## src/rtl/btn_pkg.sv

```systemverilog
// Shared types and constants for the push-button/switch input conditioner.
// The counter width helper is evaluated at elaboration time only.
package btn_pkg;

  typedef enum logic [1:0] {
    LOW       = 2'd0,
    WAIT_HIGH = 2'd1,
    HIGH      = 2'd2,
    WAIT_LOW  = 2'd3
  } btn_state_e;

  localparam int DEFAULT_STABLE_CYCLES = 1_000_000;

  function automatic int clog2(input int value);
    int r;
    int v;
    r = 0;
    v = value - 1;
    while (v > 0) begin
      r = r + 1;
      v = v >>> 1;
    end
    return r;
  endfunction

endpackage

```

## src/rtl/debounce_channel.sv

```systemverilog
// One-bit synchronizer + debounce FSM producing level, press/release pulses and toggle.
// Latency: STABLE_CYCLES+2 edges from a raw change to outputs; no backpressure, free-running.
module debounce_channel
  import btn_pkg::*;
#(
  parameter int STABLE_CYCLES = DEFAULT_STABLE_CYCLES
) (
  input  logic clk,
  input  logic rst_n,
  input  logic btn_raw,
  output logic btn_level,
  output logic btn_press,
  output logic btn_release,
  output logic btn_toggle
);

  localparam int CW = (clog2(STABLE_CYCLES) > 0) ? clog2(STABLE_CYCLES) : 1;
  // The count reaching STABLE_CYCLES-1 is decided one step early, from the current sync2.
  localparam logic [CW-1:0] CNT_LAST = CW'(STABLE_CYCLES - 2);
  localparam logic [CW-1:0] CNT_MAX  = '1;

  btn_state_e    state_q, state_d;
  logic [CW-1:0] cnt_q, cnt_d;
  logic          sync1_q, sync1_d;
  logic          sync2_q, sync2_d;
  logic          level_q, level_d;
  logic          press_q, press_d;
  logic          release_q, release_d;
  logic          toggle_q, toggle_d;

  always_ff @(posedge clk or negedge rst_n) begin
    if (!rst_n) begin
      state_q <= LOW;
      cnt_q   <= '0;
    end else begin
      state_q <= state_d;
      cnt_q   <= cnt_d;
    end
  end

  always_comb begin
    state_d = state_q;
    cnt_d   = cnt_q;
    case (state_q)
      LOW: begin
        if (sync2_q) begin
          state_d = WAIT_HIGH;
          cnt_d   = '0;
        end
      end
      WAIT_HIGH: begin
        if (!sync2_q) begin
          state_d = LOW;
          cnt_d   = '0;
        end else if (cnt_q == CNT_LAST) begin
          state_d = HIGH;
          cnt_d   = '0;
        end else if (cnt_q != CNT_MAX) begin
          cnt_d = cnt_q + CW'(1);
        end
      end
      HIGH: begin
        if (!sync2_q) begin
          state_d = WAIT_LOW;
          cnt_d   = '0;
        end
      end
      WAIT_LOW: begin
        if (sync2_q) begin
          state_d = HIGH;
          cnt_d   = '0;
        end else if (cnt_q == CNT_LAST) begin
          state_d = LOW;
          cnt_d   = '0;
        end else if (cnt_q != CNT_MAX) begin
          cnt_d = cnt_q + CW'(1);
        end
      end
      default: begin
        state_d = LOW;
        cnt_d   = '0;
      end
    endcase
  end

  always_comb begin
    sync1_d   = btn_raw;
    sync2_d   = sync1_q;
    press_d   = (state_q == WAIT_HIGH) && sync2_q && (cnt_q == CNT_LAST);
    release_d = (state_q == WAIT_LOW) && !sync2_q && (cnt_q == CNT_LAST);
    level_d   = level_q;
    if (press_d) begin
      level_d = 1'b1;
    end
    if (release_d) begin
      level_d = 1'b0;
    end
    toggle_d  = toggle_q ^ press_d;
  end

  always_ff @(posedge clk or negedge rst_n) begin
    if (!rst_n) begin
      sync1_q   <= 1'b0;
      sync2_q   <= 1'b0;
      level_q   <= 1'b0;
      press_q   <= 1'b0;
      release_q <= 1'b0;
      toggle_q  <= 1'b0;
    end else begin
      sync1_q   <= sync1_d;
      sync2_q   <= sync2_d;
      level_q   <= level_d;
      press_q   <= press_d;
      release_q <= release_d;
      toggle_q  <= toggle_d;
    end
  end

  assign btn_level   = level_q;
  assign btn_press   = press_q;
  assign btn_release = release_q;
  assign btn_toggle  = toggle_q;

endmodule

```

## src/rtl/button_conditioner.sv

```systemverilog
// N_BTN independent debounced button channels for the stopwatch control inputs.
// Latency: STABLE_CYCLES+2 edges per accepted change; no backpressure, free-running.
module button_conditioner
  import btn_pkg::*;
#(
  parameter int N_BTN         = 5,
  parameter int STABLE_CYCLES = DEFAULT_STABLE_CYCLES
) (
  input  logic             clk,
  input  logic             rst_n,
  input  logic [N_BTN-1:0] btn_raw,
  output logic [N_BTN-1:0] btn_level,
  output logic [N_BTN-1:0] btn_press,
  output logic [N_BTN-1:0] btn_release,
  output logic [N_BTN-1:0] btn_toggle
);

  for (genvar g = 0; g < N_BTN; g++) begin : g_chan
    debounce_channel #(
      .STABLE_CYCLES(STABLE_CYCLES)
    ) u_chan (
      .clk        (clk),
      .rst_n      (rst_n),
      .btn_raw    (btn_raw[g]),
      .btn_level  (btn_level[g]),
      .btn_press  (btn_press[g]),
      .btn_release(btn_release[g]),
      .btn_toggle (btn_toggle[g])
    );
  end

endmodule

```

## config.mk

```make
export PLATFORM = sky130hd
export DESIGN_NAME = button_conditioner
export DESIGN_NICKNAME = d
export VERILOG_FILES = /design/src/rtl/btn_pkg.sv /design/src/rtl/debounce_channel.sv /design/src/rtl/button_conditioner.sv
export SDC_FILE = /design/constraint.sdc
export NUM_CORES = 1
export LEC_CHECK = 0
export CAP_MARGIN = 20
export CORE_MARGIN = 3
export CORE_UTILIZATION = 62
export DETAILED_ROUTE_END_ITERATION = 10
export PLACE_DENSITY = 0.81
export SLEW_MARGIN = 15
export SYNTH_ARGS = -nofsm -noshare
export SYNTH_HDL_FRONTEND = slang
export SYNTH_SLANG_ARGS = --single-unit
export TNS_END_PERCENT = 20
```

## constraint.sdc

```tcl
create_clock -name clk -period 2.4 [get_ports clk]
set_clock_uncertainty 0.05 [all_clocks]
set_input_delay 0.36 -clock clk [delete_from_list [all_inputs] [get_ports clk]]
set_output_delay 0.36 -clock clk [all_outputs]
set_load 0.005 [all_outputs]
```

==> results.toml, run 1 <==
[pwr]
power.ir.vdd_worst_v = 0.0004758
total_power_uw = 6892
power-per-cell-area_nw_per_um2 = 773.3
leakage_uw = 0.003670

[synthesis]
synth_nets = 880
synth_adder_area_share = 0.01607
asyncSetResetFlopFracSynth = 1.000
synthSimpleGateAreaFrac = 0.2183
combinational_family_with_the_most_area_after_synthesis = "compound AO/OA/AOI/OAI gates"
post_synth_num_cell_types = 64
synth_edf_count = 0
synth_area_um2 = 7785
synthMuxAreaShare = 0.002572
avgSynthCellArea_um2 = 9.021
synth-main-ff-cell = "dfrtp_1"
synth.yosys.seq_area_share = 0.4500
synth-seq-cells = 140
synth-compound-area-share = 0.2379
yosys.area_share.xor_xnor = 0.01463
post_synth_inst_count = 863
ys_warn_count = 0

[global_route]
grt_first_pass_wirelength_mm = 32.75
grt_max_degree = 71
grt_overflow_total = 0
antenna_found_initial = 0
grt_pass1_vias = 6873
grt.total_usage = 0.2825

[detailed_routing]
vias_per_cell = 6.725
drc = 0
wl_mm = 19.26
routedWlPerCell_um = 18.00
drtIter0Drc = 948
drt_first_pass_iters = 6
detailroute.via_count = 7196
ant_nets = 0

[sta]
report.final.setup_viol = 0
timing.final.crit_share = 0.9763
timing.final.max_slew_violations = 0
clock.fmax_mhz = 426.8
grt_setup_unrepaired = "true"
hold_violations = 0
max-slew-margin-rel = 0.5218
layout_min_cycle_time_ns = 2.343
hold_slack_ns = 0.2985
tightest_slew_ns = 0.7173

[critical_path]
worst_path_largest_cell_delay_ns = 0.46
r2r.worst_path.cells = 8
worst-endpoint-required_ns = 2.62
timing.critical_path.to_type = "flip-flop"
setup.worst_path.class = "reg -> reg"
critical_path.startpoint_type = "flip-flop"
cp.arrival_ns = 2.56
r2r_start = "g_chan[2].u_chan.cnt_q[0]"
ff2ff_setup_slack_ns = 0.06
cp_cell_sequence = "inv_1 > ha_1 > or3b_1 > or4_4 > o21a_1 > buf_4 > a41oi_1 > a31oi_1"
crit_path_top_delay_cell = "or4_4"
r2r_end = "g_chan[2].u_chan.cnt_q[10]"
critical_path.max_fanout = 17

[floorplanning]
floorplan.die.height_um = 118.1
initial_utilization = 0.6401
ios = 27
die_width_um = 118.1
design.die.area_um2 = 13940
coreArea_um2 = 12160
std_cell_rows = 40

[layout]
num_antenna_cells = 0
final_core_util = 0.7329
flow.area_growth_from_synthesis_pct = 14.50
final_net_count = 906
drive_gt1_frac = 0.1009
finish.instance_area_um2 = 8914

[hold_path]
min_delay_path_depth = 0
worstHoldStart = "g_chan[4].u_chan.sync1_q"
worst_hold_endpoint = "g_chan[4].u_chan.sync2_q"
hold_path_class = "reg -> reg"

[clock_tree]
clock_latency_ns = 0.42
cts_max_path_buffers = 2
clock-sinks = 140
cts_tree = "done"
cts_setup_buffers = 0
cts_htree_levels = 4
tritoncts.num_buffers = 17
clk_pin_slew_worst_paths_ns = 0.06
cts_root_buffer = "clkbuf_16"

[placed_design]
port_buffers = 26
dpl.hpwl_mm = 12.90
placed_cell_areas_um2 = 8218
place_congestion = 0.9186

[run]
drv.max_cap_violation_count = 0

[status]
run_status = "complete, no violations"
-- registers in the layout, indices dropped and copies added (netlist names), named ones only --
signal                     flops
g_chan.u_chan.sync1_q          5
g_chan.u_chan.state_q          5
g_chan.u_chan.btn_release      5
g_chan.u_chan.btn_level        5
g_chan.u_chan.btn_toggle       5
g_chan.u_chan.sync2_q          5
g_chan.u_chan.cnt_q          100
g_chan.u_chan.btn_press        5
-- cell families after synthesis --
group	Yosys count
compound gates	284
xor+xnor	13
fa+ha+maj	10
buf+inv	96
flops	140
mux	2
simple gates	318
-- layout make-up --
cell class,count,area (um2)
Clock buffer,21,480.5
Clock inverter,11,187.7
Fill cell,887,3248
Inverter,40,150.1
Multi-Input combinational cell,627,3827
Sequential cell,140,3503
Tap cell,168,210.2
Timing Repair Buffer,63,554.3
-- Yosys cell counts (15+ instances only) --
cell | n | area (um2)
a21o_1 | 15 | 112.6
a21oi_1 | 75 | 375.4
a31oi_1 | 39 | 244.0
a41oi_1 | 20 | 175.2
and3_1 | 17 | 106.4
buf_4 | 21 | 157.7
clkbuf_1 | 24 | 90.09
dfrtp_1 | 140 | 3503
inv_1 | 40 | 150.1
nand2_1 | 67 | 251.5
nand3_1 | 47 | 235.2
nand4_1 | 36 | 225.2
nor2_1 | 49 | 183.9
nor3_1 | 30 | 150.1
o21ai_0 | 55 | 275.3
-- timing repair --
action / 4_1_cts / 5_1_grt
hold buffers: 1 / 0
setup endpoints to repair: 0 / 8
hold endpoints to repair: 39 / 0
gates resized for setup: 0 / 3
-- layer usage --
layer | part of all wire | GRT usage
met4 | 0.019 | 0.1033
met2 | 0.48 | 0.4538
met1 | 0.43 | 0.3806
met5 | 0 | 0
met3 | 0.071 | 0.05959
-- through the flow --
step	setup TNS [ns]	cells	setup slack, ns
floorplan	0	863	0.2079
global placement	0	1037	0.2026
detailed placement	0	1037	0.09720
CTS	0	1070	0.09091
global route	-0.07839	1070	-0.03126
finish	0	1070	0.05695
-- cells in the final DEF, fill, tap and decap left out, types with 4 or more instances in the layout --
cell type / netlist / layout
bufinv_16: 0 / 5
nor2_1: 49 / 49
inv_1: 40 / 40
and3_1: 17 / 17
nand3_1: 47 / 47
a22oi_1: 4 / 4
nand2b_1: 11 / 11
o211ai_1: 10 / 10
ha_1: 10 / 10
nand2_1: 67 / 67
or2_2: 4 / 4
xnor2_1: 6 / 6
nor3b_1: 5 / 5
clkbuf_16: 0 / 17
a21oi_1: 75 / 75
and4_1: 12 / 12
xor2_1: 7 / 7
a31oi_1: 39 / 39
a31o_2: 7 / 7
o2bb2ai_1: 7 / 7
or3_1: 5 / 5
nor3_1: 30 / 29
o21ai_0: 55 / 55
buf_4: 21 / 35
a41oi_1: 20 / 20
a21o_1: 15 / 15
nand4_1: 36 / 36
clkdlybuf4s50_1: 0 / 25
o22a_1: 4 / 4
nor4_1: 10 / 10
o31ai_1: 9 / 9
o211a_1: 5 / 5
nor4b_1: 5 / 5
clkbuf_8: 0 / 4
or4_1: 5 / 5
dfrtp_1: 140 / 140
-- power breakdown --
group / leakage, uW / switching, uW / internal (uW)
clock network: 0.000321 / 1010 / 1950
logic: 0.00143 / 816 / 437
registers: 0.00191 / 190 / 2490
total: 0.00367 / 2010 / 4880
-- worst max-delay path: cells and delay by family, from the launching register on --
kind	cells	cell delay, ns
adder cells (fa/ha/maj)	1	0.13
flip-flops	1	0.40
AND/OR/NAND/NOR	2	0.81
buffers and inverters	2	0.26
AO/OA/AOI/OAI	3	0.52
-- how the worst max path moves through the flow --
stage                                    from                          to  slack [ns]  cells past startpoint
finish              g_chan[2].u_chan.cnt_q[0]  g_chan[2].u_chan.cnt_q[10]        0.06                      8
global route        g_chan[4].u_chan.cnt_q[0]  g_chan[4].u_chan.cnt_q[18]       -0.03                      8
CTS                 g_chan[2].u_chan.cnt_q[0]  g_chan[2].u_chan.cnt_q[18]        0.09                      8
detailed placement  g_chan[2].u_chan.cnt_q[0]  g_chan[2].u_chan.cnt_q[18]         0.1                      8
global placement    g_chan[2].u_chan.cnt_q[0]  g_chan[2].u_chan.cnt_q[18]        0.20                      8
floorplan           g_chan[2].u_chan.cnt_q[0]  g_chan[2].u_chan.cnt_q[11]        0.21                      8
(Power assumes the default switching activity.)
==> run 2, diff against run 1 <==
--- a/config.mk
+++ b/config.mk
@@ -7,9 +7,11 @@
 export LEC_CHECK = 0
 export CAP_MARGIN = 20
 export CORE_MARGIN = 3
-export CORE_UTILIZATION = 62
+export CORE_UTILIZATION = 64
 export DETAILED_ROUTE_END_ITERATION = 10
-export PLACE_DENSITY = 0.81
+export DONT_BUFFER_PORTS = 1
+export PLACE_DENSITY = 0.8
+export RECOVER_POWER = 25
 export SLEW_MARGIN = 15
 export SYNTH_ARGS = -nofsm -noshare
 export SYNTH_HDL_FRONTEND = slang
==> results.toml, run 2 (synthesis gave the netlist of run 1 again) <==
[status]
run_status = "finished, violations left"
failing_checks = "negative hold slack"

[detailed_routing]
vias_per_cell = 6.952
wl_mm = 18.60
routedWlPerCell_um = 18.25
drc = 0
ant_nets = 0
drtIter0Drc = 741
drt_first_pass_iters = 6
detailroute.via_count = 7084

[layout]
num_antenna_cells = 0
final_common_cell = "dfrtp_1"
largest-register = "g_chan.u_chan.cnt_q"
flow.area_growth_from_synthesis_pct = 9.402
drive_gt1_frac = 0.09589
layout.cells.most_common_list = "dfrtp_1, a21oi_1, nand2_1, o21ai_0, nor2_1"
largest_register_ff_count = 100
final_net_count = 881

[clock_tree]
cts_root_buffer = "clkbuf_16"
clk_pin_slew_worst_paths_ns = 0.06
cts.hold.buffers_added = 5
cts_setup_buffers = 0
cts_max_path_buffers = 2
tritoncts.num_buffers = 17
cts_tree = "done"
clock-sinks = 140
clock_latency_ns = 0.42
cts_htree_levels = 4

[global_route]
grt_overflow_total = 0
globalRouteMet1Util = 0.3766
grt_busiest_layer = "met2"
grt_first_pass_wirelength_mm = 31.57
met3_usage = 0.06632
grt.total_usage = 0.2886
grtUsageMet2 = 0.4771
grt_pass1_vias = 6790
grt_max_degree = 141
antenna_found_initial = 0

[sta]
hold_slack_ns = -0.4114
tightest_slew_ns = 0.8614
hold_violations = 140
clock.fmax_mhz = 423.7
layout_min_cycle_time_ns = 2.360
grt_setup_unrepaired = "false"
report.final.setup_viol = 0
timing.final.max_slew_violations = 0
max-slew-margin-rel = 0.4109
timing.final.crit_share = 0.9835
setup_total_negative_slack_ns = 0

[pwr]
power_switching_share = 0.2998
power-per-cell-area_nw_per_um2 = 743.5
combinational_share_of_power = 0.197
switching_power_uw = 1899
total_power_uw = 6332
leakage_uw = 0.003542
power.clock.fraction = 0.381
p_seq_frac = 0.422
p_int_uw = 4433
power.ir.vdd_worst_v = 0.0006258

[floorplanning]
design.die.area_um2 = 13520
initial_utilization = 0.6675
floorplan.die.height_um = 116.3
die_width_um = 116.3
ios = 27
coreArea_um2 = 11660
std_cell_rows = 39

[run]
drv.max_cap_violation_count = 0

[critical_path]
timing.critical_path.to_type = "flip-flop"
cp.arrival_ns = 2.61
critical_path.startpoint_type = "flip-flop"
worst-endpoint-required_ns = 2.65
setup.worst_path.class = "reg -> reg"
critical_path.max_fanout = 6
r2r.worst_path.cells = 6

[placed_design]
port_buffers = 0
dpl.hpwl_mm = 12.13
place_congestion = 0.9125

[hold_path]
hold_path_class = "in -> async"
## run 2: cell types whose count changed in the layout (fill, tap and decap cells not counted), moves of 2 or more
cell             change
clkinv_2             +5
clkdlybuf4s50_1     -25
bufinv_16            -4
dlygate4sd3_1        +4
clkbuf_1             +2
buf_4                -3
clkinvlp_4           -3
## run 2: final timing paths
check	from	endpoint	slack (ns)
min	rst_n	g_chan[2].u_chan.cnt_q[4]	-0.41
max in group asynchronous	rst_n	g_chan[1].u_chan.cnt_q[7]	2.56
min in group clk	g_chan[3].u_chan.sync1_q	g_chan[3].u_chan.sync2_q	0.30
max reg2reg	g_chan[3].u_chan.cnt_q[1]	g_chan[3].u_chan.cnt_q[5]	0.04
max	g_chan[3].u_chan.cnt_q[1]	g_chan[3].u_chan.cnt_q[5]	0.04
min reg2reg	g_chan[3].u_chan.sync1_q	g_chan[3].u_chan.sync2_q	0.30
## run 2: routing by layer
metal  share of wire  vias up
met2            0.49      348
li1                -     3280
met5               0        -
met3           0.073       27
met1            0.42     3429
met4           0.013        0
## run 2: metrics by stage
stage	hold slack, ns	cell area [um2]	worst slack, ns	cells	utilization
finish	-0.4114	8517	0.03965	1019	0.7303
global route	-0.4363	8517	0.003322	1019	0.7303
CTS	-0.4238	8497	0.001528	1019	0.7286
detailed placement	0.01747	7903	0.009488	983	0.6776
global placement	0.01744	7903	0.07917	983	0.6776
floorplan	0.01441	7785	0.2079	863	-
## run 2: worst max-delay path, cell delays in order (launching register included)
cell       delay (ns)
dfrtp_1          0.42
ha_1             0.23
and3_1           0.17
and4_1           0.28
a2111oi_0        0.82
o211a_1          0.23
nor2_1           0.04
## run 2: what timing repair did
action,CTS,global route
resized for setup,0,4
hold endpoints to repair,145,140
setup endpoints to repair,0,22
## run 2: cell type report
class | instances | area [um2]
multi-input cells | 627 | 3830
flip-flops and latches | 140 | 3503
fillers | 867 | 3146
clock buffers | 22 | 474.2
repair buffers | 38 | 310.3
well taps | 143 | 178.9
inverters | 40 | 150.1
clock inverters | 9 | 70.07
## run 2: power groups by stage
stage	clock (uW)	combinational [uW]	sequential [uW]
after floorplan	0	879	2670
after global placement	0	1130	2690
after detailed placement	0	1190	2700
after CTS	2440	1220	2660
after global routing	2570	1380	2700
final	2410	1250	2670
